--- config.mk ---
export PLATFORM = sky130hd
export DESIGN_NAME = sram_100_qsys_sysid_arbiter
export DESIGN_NICKNAME = d
export VERILOG_FILES = /design/src/rtl/sram_100_qsys_arb_pkg.sv /design/src/rtl/sram_100_qsys_rr_arb2.sv /design/src/rtl/sram_100_qsys_sysid_arbiter.sv
export SDC_FILE = /design/constraint.sdc
export NUM_CORES = 1
export LEC_CHECK = 0
export CORE_UTILIZATION = 40
export DETAILED_ROUTE_END_ITERATION = 7
export PLACE_DENSITY = 0.85
export SYNTH_ARGS = -nofsm -noshare
export SYNTH_HDL_FRONTEND = slang
export SYNTH_HIERARCHICAL = 1
export SYNTH_SLANG_ARGS = --single-unit
--- constraint.sdc ---
create_clock -name clock -period 1.35 [get_ports clock]
set_input_delay 0.405 -clock clock [delete_from_list [all_inputs] [get_ports clock]]
set_output_delay 0.405 -clock clock [all_outputs]
set_load 0.05 [all_outputs]
--- src/rtl/sram_100_qsys_arb_pkg.sv ---
// Shared definitions for the two-master sysid read arbiter: FSM states,
// grant encoding and latency limits.
package sram_100_qsys_arb_pkg;

   typedef enum logic [1:0] {
      IDLE  = 2'd0,
      ISSUE = 2'd1,
      WAIT  = 2'd2,
      RESP  = 2'd3
   } arb_state_e;

   // Plain constants so the state register stays a bare logic vector.
   localparam logic [1:0] ST_IDLE  = IDLE;
   localparam logic [1:0] ST_ISSUE = ISSUE;
   localparam logic [1:0] ST_WAIT  = WAIT;
   localparam logic [1:0] ST_RESP  = RESP;

   localparam logic GNT_M0 = 1'b0;
   localparam logic GNT_M1 = 1'b1;

   localparam int MAX_SLAVE_LAT = 7;
   localparam int LAT_CNT_W     = 3;

endpackage

--- src/rtl/sram_100_qsys_rr_arb2.sv ---
// Combinational two-way round-robin: on a tie the master that did not win
// last time is granted; a lone requester always wins.
module sram_100_qsys_rr_arb2
   import sram_100_qsys_arb_pkg::*;
(
   input  logic [1:0] req,
   input  logic       last_grant,
   output logic       grant,
   output logic       any_req
);

   always_comb begin
      any_req = |req;
      grant   = GNT_M0;
      if (req == 2'b11) begin
         grant = ~last_grant;
      end else if (req[1]) begin
         grant = GNT_M1;
      end
   end

endmodule

--- src/rtl/sram_100_qsys_sysid_arbiter.sv ---
// Shares one fixed-latency read slave between two Avalon-MM read masters,
// one transaction in flight at a time, round-robin between masters.
// Handshake: a master read is accepted in the single cycle where its
// read is high and waitrequest is low; its data returns as a one-cycle
// readdatavalid strobe SLAVE_LAT+1 cycles later.
module sram_100_qsys_sysid_arbiter
   import sram_100_qsys_arb_pkg::*;
#(
   parameter int ADDR_W    = 1,
   parameter int DATA_W    = 32,
   parameter int SLAVE_LAT = 0
) (
   input  logic              clock,
   input  logic              reset,
   input  logic [ADDR_W-1:0] m0_address,
   input  logic              m0_read,
   output logic              m0_waitrequest,
   output logic [DATA_W-1:0] m0_readdata,
   output logic              m0_readdatavalid,
   input  logic [ADDR_W-1:0] m1_address,
   input  logic              m1_read,
   output logic              m1_waitrequest,
   output logic [DATA_W-1:0] m1_readdata,
   output logic              m1_readdatavalid,
   output logic [ADDR_W-1:0] s_address,
   output logic              s_read,
   input  logic [DATA_W-1:0] s_readdata,
   output logic [1:0]        state_dbg
);

   localparam logic [LAT_CNT_W-1:0] LAT_LOAD =
      (SLAVE_LAT > 0) ? LAT_CNT_W'(SLAVE_LAT - 1) : '0;

   logic [1:0]           state;
   logic                 grant;
   logic                 last_grant;
   logic [LAT_CNT_W-1:0] lat_cnt;
   logic                 arb_grant;
   logic                 arb_any;
   logic                 arb_en;
   logic                 capture;

   sram_100_qsys_rr_arb2 u_rr (
      .req        ({m1_read, m0_read}),
      .last_grant (last_grant),
      .grant      (arb_grant),
      .any_req    (arb_any)
   );

   // RESP arbitrates like IDLE so back-to-back reads lose no cycle.
   assign arb_en  = (state == ST_IDLE) || (state == ST_RESP);
   assign capture = ((state == ST_ISSUE) && (SLAVE_LAT == 0)) ||
                    ((state == ST_WAIT) && (lat_cnt == '0));

   always_ff @(posedge clock) begin
      if (reset) begin
         state       <= ST_IDLE;
         grant       <= GNT_M0;
         last_grant  <= GNT_M1;
         lat_cnt     <= '0;
         s_address   <= '0;
         m0_readdata <= '0;
         m1_readdata <= '0;
      end else begin
         case (state)
            ST_IDLE, ST_RESP: begin
               if (arb_en && arb_any) begin
                  grant     <= arb_grant;
                  s_address <= (arb_grant == GNT_M1) ? m1_address : m0_address;
                  state     <= ST_ISSUE;
               end else begin
                  state <= ST_IDLE;
               end
            end
            ST_ISSUE: begin
               last_grant <= grant;
               if (SLAVE_LAT == 0) begin
                  state <= ST_RESP;
               end else begin
                  lat_cnt <= LAT_LOAD;
                  state   <= ST_WAIT;
               end
            end
            ST_WAIT: begin
               if (lat_cnt == '0) begin
                  state <= ST_RESP;
               end else begin
                  lat_cnt <= lat_cnt - LAT_CNT_W'(1);
               end
            end
            default: state <= ST_IDLE;
         endcase

         // Each master keeps its last returned word until the next strobe.
         if (capture) begin
            if (grant == GNT_M1) begin
               m1_readdata <= s_readdata;
            end else begin
               m0_readdata <= s_readdata;
            end
         end
      end
   end

   always_comb begin
      s_read           = (state == ST_ISSUE);
      m0_waitrequest   = !((state == ST_ISSUE) && (grant == GNT_M0));
      m1_waitrequest   = !((state == ST_ISSUE) && (grant == GNT_M1));
      m0_readdatavalid = (state == ST_RESP) && (grant == GNT_M0);
      m1_readdatavalid = (state == ST_RESP) && (grant == GNT_M1);
      state_dbg        = state;
   end

endmodule

==> impl_metrics.tcl <==
set metrics [dict create \
    outcome "finished with violations" \
    violations "negative setup slack" \
    overflow 0 \
    port_buffers 109 \
    hold_viol_final 0 \
    fp-row-count 31 \
    ys_warn_count 6 \
    grt_max_degree 60 \
    numCtsBuffers 9 \
    synth.avg_cell_area_um2 10.33 \
    layout-drive-gt1-share 0.3500 \
    slowest_stage "dfxtp_4" \
    p_int_w 0.004489 \
    rsz0062_at_grt "true" \
    yosysSeqAreaShare 0.4651 \
    synth-seq-cells 72 \
    worstMarginPinSlew_ns 0.2974 \
    pre_cts_ws_ns -0.1960 \
    mostFrequentLayoutCell "nand2b_1" \
    yosys.area_share.simple 0.2220 \
    critPathTopFamily "buffers and inverters" \
    synth_cell_types 26 \
    p_sw_w 0.002194 \
    antenna_left 0 \
    synthAdderAreaFrac 0.02019 \
    cpMostUsedCell "buf_6" \
    grt_pass1_wl_mm 14.07 \
    synth-async-reset-ratio 0 \
    cts_hold_buf 0 \
    cts-root-buf "clkbuf_8" \
    fin_crit_ns 1.669 \
    seqPwrFrac 0.374 \
    cp-start-kind "register" \
    final_nets 478 \
    grt_pass1_vias 2780 \
    r2r_cells 7 \
    grt_use_total 0.2204 \
    start_util 0.4205 \
    die_h_um 90.03 \
    clockBufferDepth 2 \
    cap_viol_max_count 0 \
    die_area_um2 8105 \
    avgRoutedWirePerCell_um 16.16 \
    worstPathMaxFanout 3 \
    worst_slack_ns -0.3194 \
    clock_skew_ns 0.006290 \
    hold_depth 2 \
    cts-htree-levels 3 \
    netlist_area_um2 3099 \
    drtIter0Drc 54 \
    leakagePower_nw 2.328 \
    synth_top_family_by_area "simple AND/OR/NAND/NOR gates" \
    final_cell_mix "96 x nand2b_1, 80 x buf_12, 67 x dfxtp_1" \
    fin_hold_ws_ns 0.5122 \
    die_x_um 90.03 \
    crit_cells 4 \
    cts_tree "built" \
    powerDensity_nw_per_um2 1158 \
    fillCellCount 438 \
    dpl_cell_area_um2 5211 \
    io_pins 110 \
    drc 0 \
    gp_congestion 0.7171 \
    endpoint_kind "output port" \
    first_pass_iters 4 \
    synthXorXnorAreaFrac 0 \
    crit_chain "buf_6 -> ha_4 -> buf_6 -> buf_12" \
    coreArea_um2 7370 \
    synthMuxAreaShare 0.2099 \
    synth_compound_area_frac 0.03714 \
    wl_mm 8.710 \
    cp.required_ns 0.95 \
    synth_nets 343 \
    p_comb_frac 0.363 \
    vias 2573 \
    worst-path-buf-inv 3 \
    holdCritPathClass "register to register" \
    areaGrowthSynthToFinish_pct 86.19 \
    post-route-util 0.7830 \
    crit_type "register to output port" \
    dpl.hpwl_mm 5.608 \
    clkLatencyLatePin_ns 0.34 \
    diodes 0 \
    ys_dominant_reg_cell "dfxtp_1" \
    synth_cells 300 \
    sw_frac_of_total 0.3283 \
    synth_edf_count 0 \
    slew_headroom 0.7996 \
    slowest_delay_ns 0.36 \
    clk_pin_slew_ns 0.08 \
    period_share 1.237 \
    setup_viol 72 \
    vias_per_cell 4.774 \
    max_freq_ghz 0.5990 \
    final_cell_area_um2 5771 \
    critPathArrivalTime_ns 1.26 \
    pwr-share-clk 0.263 \
    drv_slew 0 \
    placedCellCount 509 \
    instances_no_fill 539 \
    clock_sinks 72 \
    irDropWorstVdd_mv 0.8369 \
    antenna_found_initial 0 \
]
tightest hold or removal path, cell delays in order (launching register included):
cell and delay (ns):
dfxtp_1 0.34, nand2b_1 0.07, mux2i_1 0.06
final cells by class:
cell class / instances / area (µm²) / area share
timing repair buffer: 144 / 2278 / 0.3948
multi-input combinational: 200 / 1673 / 0.2899
sequential: 72 / 1453 / 0.2517
clock buffer: 10 / 137.6 / 0.02385
tap: 99 / 123.9 / 0.02147
clock inverter: 6 / 67.56 / 0.01171
inverter: 8 / 37.54 / 0.006505
final timing paths:
kind	slack, ns	start	to
worst max-delay path	-0.32	state_dbg[0]$_SDFFE_PP0N_	s_read
worst min-delay path	0.51	m0_readdata[10]$_SDFFE_PP0P_	m0_readdata[10]$_SDFFE_PP0P_
worst max register to register	-0.24	state_dbg[0]$_SDFFE_PP0N_	m0_readdata[17]$_SDFFE_PP0P_
worst min register to register	0.51	m0_readdata[10]$_SDFFE_PP0P_	m0_readdata[10]$_SDFFE_PP0P_
layer usage:
metal,up-vias,track usage,part of all wire
met1,1230,0.2326,0.38
met5,-,0,0
li1,1261,-,-
met2,71,0.4211,0.56
met3,11,0.04822,0.048
met4,0,0.08468,0.018
what timing repair did:
item                       4_1_cts  5_1_grt
gates resized for setup         42       10
pin swaps                        9        3
setup endpoints to repair       72       76
setup buffers                    7        5
gates cloned                     4        0
stage by stage:
stage	total power (W)	TNS [ns]
2_1_floorplan	0.003623	-13.63
3_3_place_gp	0.004691	-6.281
3_5_place_dp	0.004736	-9.787
4_1_cts	0.006720	-12.85
5_1_grt	0.006925	-16.31
6_report	0.006682	-12.87
logic make-up (layout without fill, tap and decap cells):
logic type,after synthesis,in the layout
buffers and inverters,28,168
multiplexers,65,65
AND/OR/NAND/NOR,113,113
AO/OA/AOI/OAI,17,17
flip-flops,72,72
adder cells (fa/ha/maj),5,5
synthesized netlist by cell type (2+ instances only):
library cell | instances | area (µm²)
ha_1 | 5 | 62.56
buf_2 | 2 | 10.01
mux2i_1 | 65 | 650.6
o21ai_0 | 2 | 10.01
inv_1 | 7 | 26.28
dfxtp_1 | 72 | 1441
nand3_1 | 2 | 10.01
nor3_1 | 2 | 10.01
nor2b_1 | 2 | 12.51
nand2b_1 | 98 | 613.1
a311oi_1 | 3 | 26.28
nand2_1 | 6 | 22.52
buf_4 | 3 | 22.52
buf_6 | 3 | 33.78
clkbuf_1 | 12 | 45.04
a21oi_1 | 6 | 30.03
power by group through the flow:
stage	sequential [W]	combinational (W)	clock, W
floorplan	0.00301	0.000609	0
global placement	0.00253	0.00216	0
detailed placement	0.00254	0.00220	0
CTS	0.00250	0.00241	0.00181
global route	0.00252	0.00251	0.00189
finish	0.00250	0.00242	0.00176
registers in the layout (all words and copies together), names as in the netlist:
register and cells:
m1_readdata 32, last_grant 1, grant 1, m0_readdata 32
s_address 1, state_dbg 2, lat_cnt 3
No activity file was read; power rests on OpenSTA's default activity.
==> patch 1, RTL diff (config.mk and constraints unchanged) <==
Put a register stage on the output `state_dbg`, with the module's reset. The value now appears one clock later. The other outputs are not delayed to match.
--- a/src/rtl/sram_100_qsys_sysid_arbiter.sv
+++ b/src/rtl/sram_100_qsys_sysid_arbiter.sv
@@ -31,4 +31,6 @@
    localparam logic [LAT_CNT_W-1:0] LAT_LOAD =
       (SLAVE_LAT > 0) ? LAT_CNT_W'(SLAVE_LAT - 1) : '0;
+
+   logic [1:0] state_dbg_d;
 
    logic [1:0]           state;
@@ -109,5 +111,13 @@
       m0_readdatavalid = (state == ST_RESP) && (grant == GNT_M0);
       m1_readdatavalid = (state == ST_RESP) && (grant == GNT_M1);
-      state_dbg        = state;
+      state_dbg_d      = state;
+   end
+
+   always_ff @(posedge clock) begin
+      if (reset) begin
+         state_dbg <= '0;
+      end else begin
+         state_dbg <= state_dbg_d;
+      end
    end
 
Function: changed (a bounded check fails within 4 cycles, from zero or initial values and one cycle with reset high).
==> patch 1 against the original RTL <==
Combinational power rose by 3%; critical endpoint unchanged; total power fell by 3.1%; wire length grew 0.69%; final area increased by 1.1%; synthesized cell count increased by 1.3%; the run still ends with negative setup slack left; worst setup slack improved by 0.025 ns; area after synthesis is 1.5% higher; worst hold slack lost 0.038 ns; core utilization is 0.47 points higher; largest power group unchanged; sequential cell count rose by 2.
==> patch 1: results <==
set metrics [dict create \
    drive_above_1_share_pct 34.38 \
    synth.area.top_cells "dfxtp_1, mux2i_1, nand2b_1" \
    area_growth_pct 85.45 \
    fillers 448 \
    grt_max_degree 76 \
    via_per_inst 4.838 \
    synth_seq_area_share_pct 47.08 \
    grt_pass1_vias 2835 \
    synth-compound-area-share_pct 3.658 \
    p_leak_nw 2.366 \
    netlist_instances 304 \
    grt_pass1_wl_mm 14.02 \
    ys_top_cells_by_count "nand2b_1, dfxtp_1, mux2i_1, clkbuf_1, inv_1" \
    hold_path.startpoint "reset" \
    hpwl_mm 5.834 \
    hold_slack_ns 0.4739 \
    r2r-end "m0_readdata[14]" \
    met1_usage_pct 22.51 \
    synthesis.nets 347 \
    drt_wl_total_mm 8.770 \
    ys_types 27 \
    hold_path_depth 3 \
    placedCellCount 511 \
    setup_viol 65 \
    status "finished with violations" \
    fin_cells 544 \
    worstHoldEndpoint "lat_cnt[2]" \
    use_met2_pct 41.73 \
    peakVddDrop_mv 0.6498 \
    grtUsageMet3_pct 4.966 \
    cp.arrival_ns 1.24 \
    hp-class "input port to flip-flop" \
    placed_cell_area_um2 5239 \
    grt.total_usage_pct 21.84 \
    slew_headroom_pct 79.52 \
    synthMuxAreaShare_pct 20.68 \
    setup_ws_ns -0.2948 \
    final_nets 484 \
    violations "negative setup slack" \
]
==> patch 1: changes by cell type after synthesis <==
cell,before,now
dfxtp_1,72,74
nor2_1,0,2
==> patch 1: per-stage QoR <==
stage	setup slack, ns	TNS (ns)
after floorplan	-0.1752	-7.305
after global placement	-0.1666	-3.455
after detailed placement	-0.3038	-9.082
after CTS	-0.2994	-8.440
after global routing	-0.3223	-14.23
final	-0.2948	-10.27
==> patch 1: area by class of cell <==
type	instances	area share, %
Timing Repair Buffer	146	40.20
Multi-Input combinational cell	202	28.88
Sequential cell	74	25.60
Clock buffer	11	2.251
Tap cell	99	2.123
Inverter	8	0.6003
Clock inverter	4	0.3431
==> patch 1: logic make-up after synthesis <==
logic type / count (synthesis)
and+or+nand+nor: 115
DFF: 74
muxes: 65
buffers and inverters: 28
AOI/OAI and AO/OA: 17
adders and majority gates: 5
==> patch 1: how the worst max path moves through the flow <==
stage,to,slack (ns),cells past startpoint
2_1_floorplan,m0_readdata[10],-0.18,7
3_3_place_gp,s_address,-0.17,4
3_5_place_dp,s_address,-0.30,4
4_1_cts,s_read,-0.30,4
5_1_grt,s_read,-0.32,4
6_report,s_read,-0.29,4
==> patch 1: timing repair <==
item                       4_1_cts  5_1_grt
setup buffers                   13        1
hold buffers                     0        0
setup endpoints to repair       72       73
gates cloned                     6        0
pin swaps                        6        1
resized for setup               45        4
hold endpoints to repair         0        0
==> patch 1: critical path, stage by stage, from the launching register on <==
cell     delay, ns
dfxtp_2       0.33
buf_6         0.12
ha_4          0.19
buf_6         0.13
buf_12        0.14
==> patch 1: where the power goes <==
part / switching, W / leakage (nW) / internal (W) / total [W]
logic: 0.00115 / 1.68 / 0.00134 / 0.00249
clock network: 0.000774 / 0.0827 / 0.000646 / 0.00142
registers: 0.000199 / 0.607 / 0.00237 / 0.00256
==> patch 1: metal layers <==
layer / part of all wire (%) / wire length (um) / up-vias
met5: 0 / 0 / -
met4: 3.2 / 283 / 0
met3: 4.5 / 398 / 25
met2: 54 / 4745 / 84
met1: 38 / 3343 / 1241
li1: - / - / 1282
==> patch 2, RTL diff (same flow settings) <==
Made on the original files. The parameter `DATA_W` goes from 32 to 48.
--- a/src/rtl/sram_100_qsys_sysid_arbiter.sv
+++ b/src/rtl/sram_100_qsys_sysid_arbiter.sv
@@ -8,5 +8,5 @@
 #(
    parameter int ADDR_W    = 1,
-   parameter int DATA_W    = 32,
+   parameter int DATA_W    = 48,
    parameter int SLAVE_LAT = 0
 ) (
Interface: changed (resized m0_readdata, m1_readdata and s_readdata); port bits go from 110 to 158. The function was not compared with the original's and may differ.
==> patch 2 against the original RTL <==
Sequential cell count is 32 higher; core utilization is 3.8 points lower; the flow still finishes with violations (negative setup slack); largest power group unchanged; combinational power is 40% higher; sequential share of layout area is 1.8 points higher; wire length is 40% higher; worst setup slack worse by 0.024 ns; final area is 40% higher; total power is 33% higher; area after synthesis is 44% higher; die area is 43% higher; clock power is 6% higher; final cell count is 38% higher.
==> patch 2: results <==
set metrics [dict create \
    synth-compound-area-share_pct 2.828 \
    vias 3528 \
    largestRegisters "m0_readdata: 48 flops, m1_readdata: 48 flops, lat_cnt: 3 flops" \
    hpwl_mm 7.937 \
    grt_max_degree 84 \
    setup_ws_ns -0.3437 \
    grt.total_usage_pct 20.68 \
    nMultiInputCombCells 280 \
    final_nets 660 \
    buffer_area_share_pct 39.49 \
    met1_usage_pct 24.63 \
    synth_seq_area_share_pct 46.60 \
    slew_headroom_pct 82.22 \
    seq_share_pct 27.02 \
    grtUsageMet3_pct 5.690 \
    io_buffers 157 \
    synth_fa_ha_area_share_pct 1.400 \
    fin_skew_ns 0.01350 \
    drt_iter0_markers 115 \
    drive_above_1_share_pct 43.73 \
    synthMuxAreaShare_pct 21.73 \
    setup_viol 106 \
    place_congestion 0.7420 \
    numClockSinks 104 \
    clk-insertion-delay-late_ns 0.36 \
    violations "negative setup slack" \
    placedCellCount 708 \
    status "finished with violations" \
    hold_slack_ns 0.4879 \
    ys_top_cells_by_count "nand2b_1, dfxtp_1, mux2i_1, clkbuf_1, inv_1" \
    p_leak_nw 3.275 \
    clk_pin_slew_worst_paths_ns 0.11 \
    fin_setup_tns_ns -24.46 \
    synth.area.top_cells "dfxtp_1, mux2i_1, nand2b_1" \
    multi_input_area_um2 2305 \
]
patch 2: changes by cell type in the layout (fill, tap and decap cells not counted), sizes merged, moves of 2 or more:
cell / delta
dfxtp: +32
mux2i: +32
buf: +36
clkdlybuf4s50: +16
nand2b: +48
clkbuf: +2
clkinv: +2
patch 2: power breakdown:
group | switching [W] | internal (W) | total (W)
registers | 0.000273 | 0.00335 | 0.00363
logic | 0.00160 | 0.00179 | 0.00338
clock network | 0.00112 | 0.000748 | 0.00187
total | 0.00299 | 0.00589 | 0.00888
patch 2: logic make-up (layout without fill, tap and decap cells):
family | after synthesis | after routing
multiplexers | 97 | 97
adder cells (fa/ha/maj) | 5 | 5
flip-flops | 104 | 104
AO/OA/AOI/OAI | 17 | 17
buffers and inverters | 36 | 222
AND/OR/NAND/NOR | 161 | 161
patch 2: path summary, 6_finish.rpt:
path / endpoint / startpoint / cells past startpoint
max reg2reg: m1_readdata[16] / state_dbg[0] / 8
max: m1_readdata[16] / state_dbg[0] / 8
min reg2reg: lat_cnt[0] / lat_cnt[0] / 2
min: lat_cnt[0] / lat_cnt[0] / 2
patch 2: per-stage QoR:
stage          setup WS (ns)  instance area [um^2]
2_1_floorplan        -0.2242                  4539
3_3_place_gp         -0.1824                  7377
3_5_place_dp         -0.2486                  7377
4_1_cts              -0.3516                  7941
5_1_grt              -0.4205                  8080
6_report             -0.3437                  8080
patch 2: repair_timing:
| item | in CTS | in global routing |
|---|---|---|
| setup endpoints to repair | 111 | 175 |
| resized for setup | 33 | 82 |
| gates cloned | 6 | 2 |
| setup buffers | 16 | 3 |
| hold endpoints to repair | 0 | 0 |
| pin swaps | 7 | 4 |
patch 2: worst min-delay path, cell delays in order (launching register included):
cell and delay (ns):
dfxtp_2 0.35, o21ai_2 0.06, a21oi_2 0.05
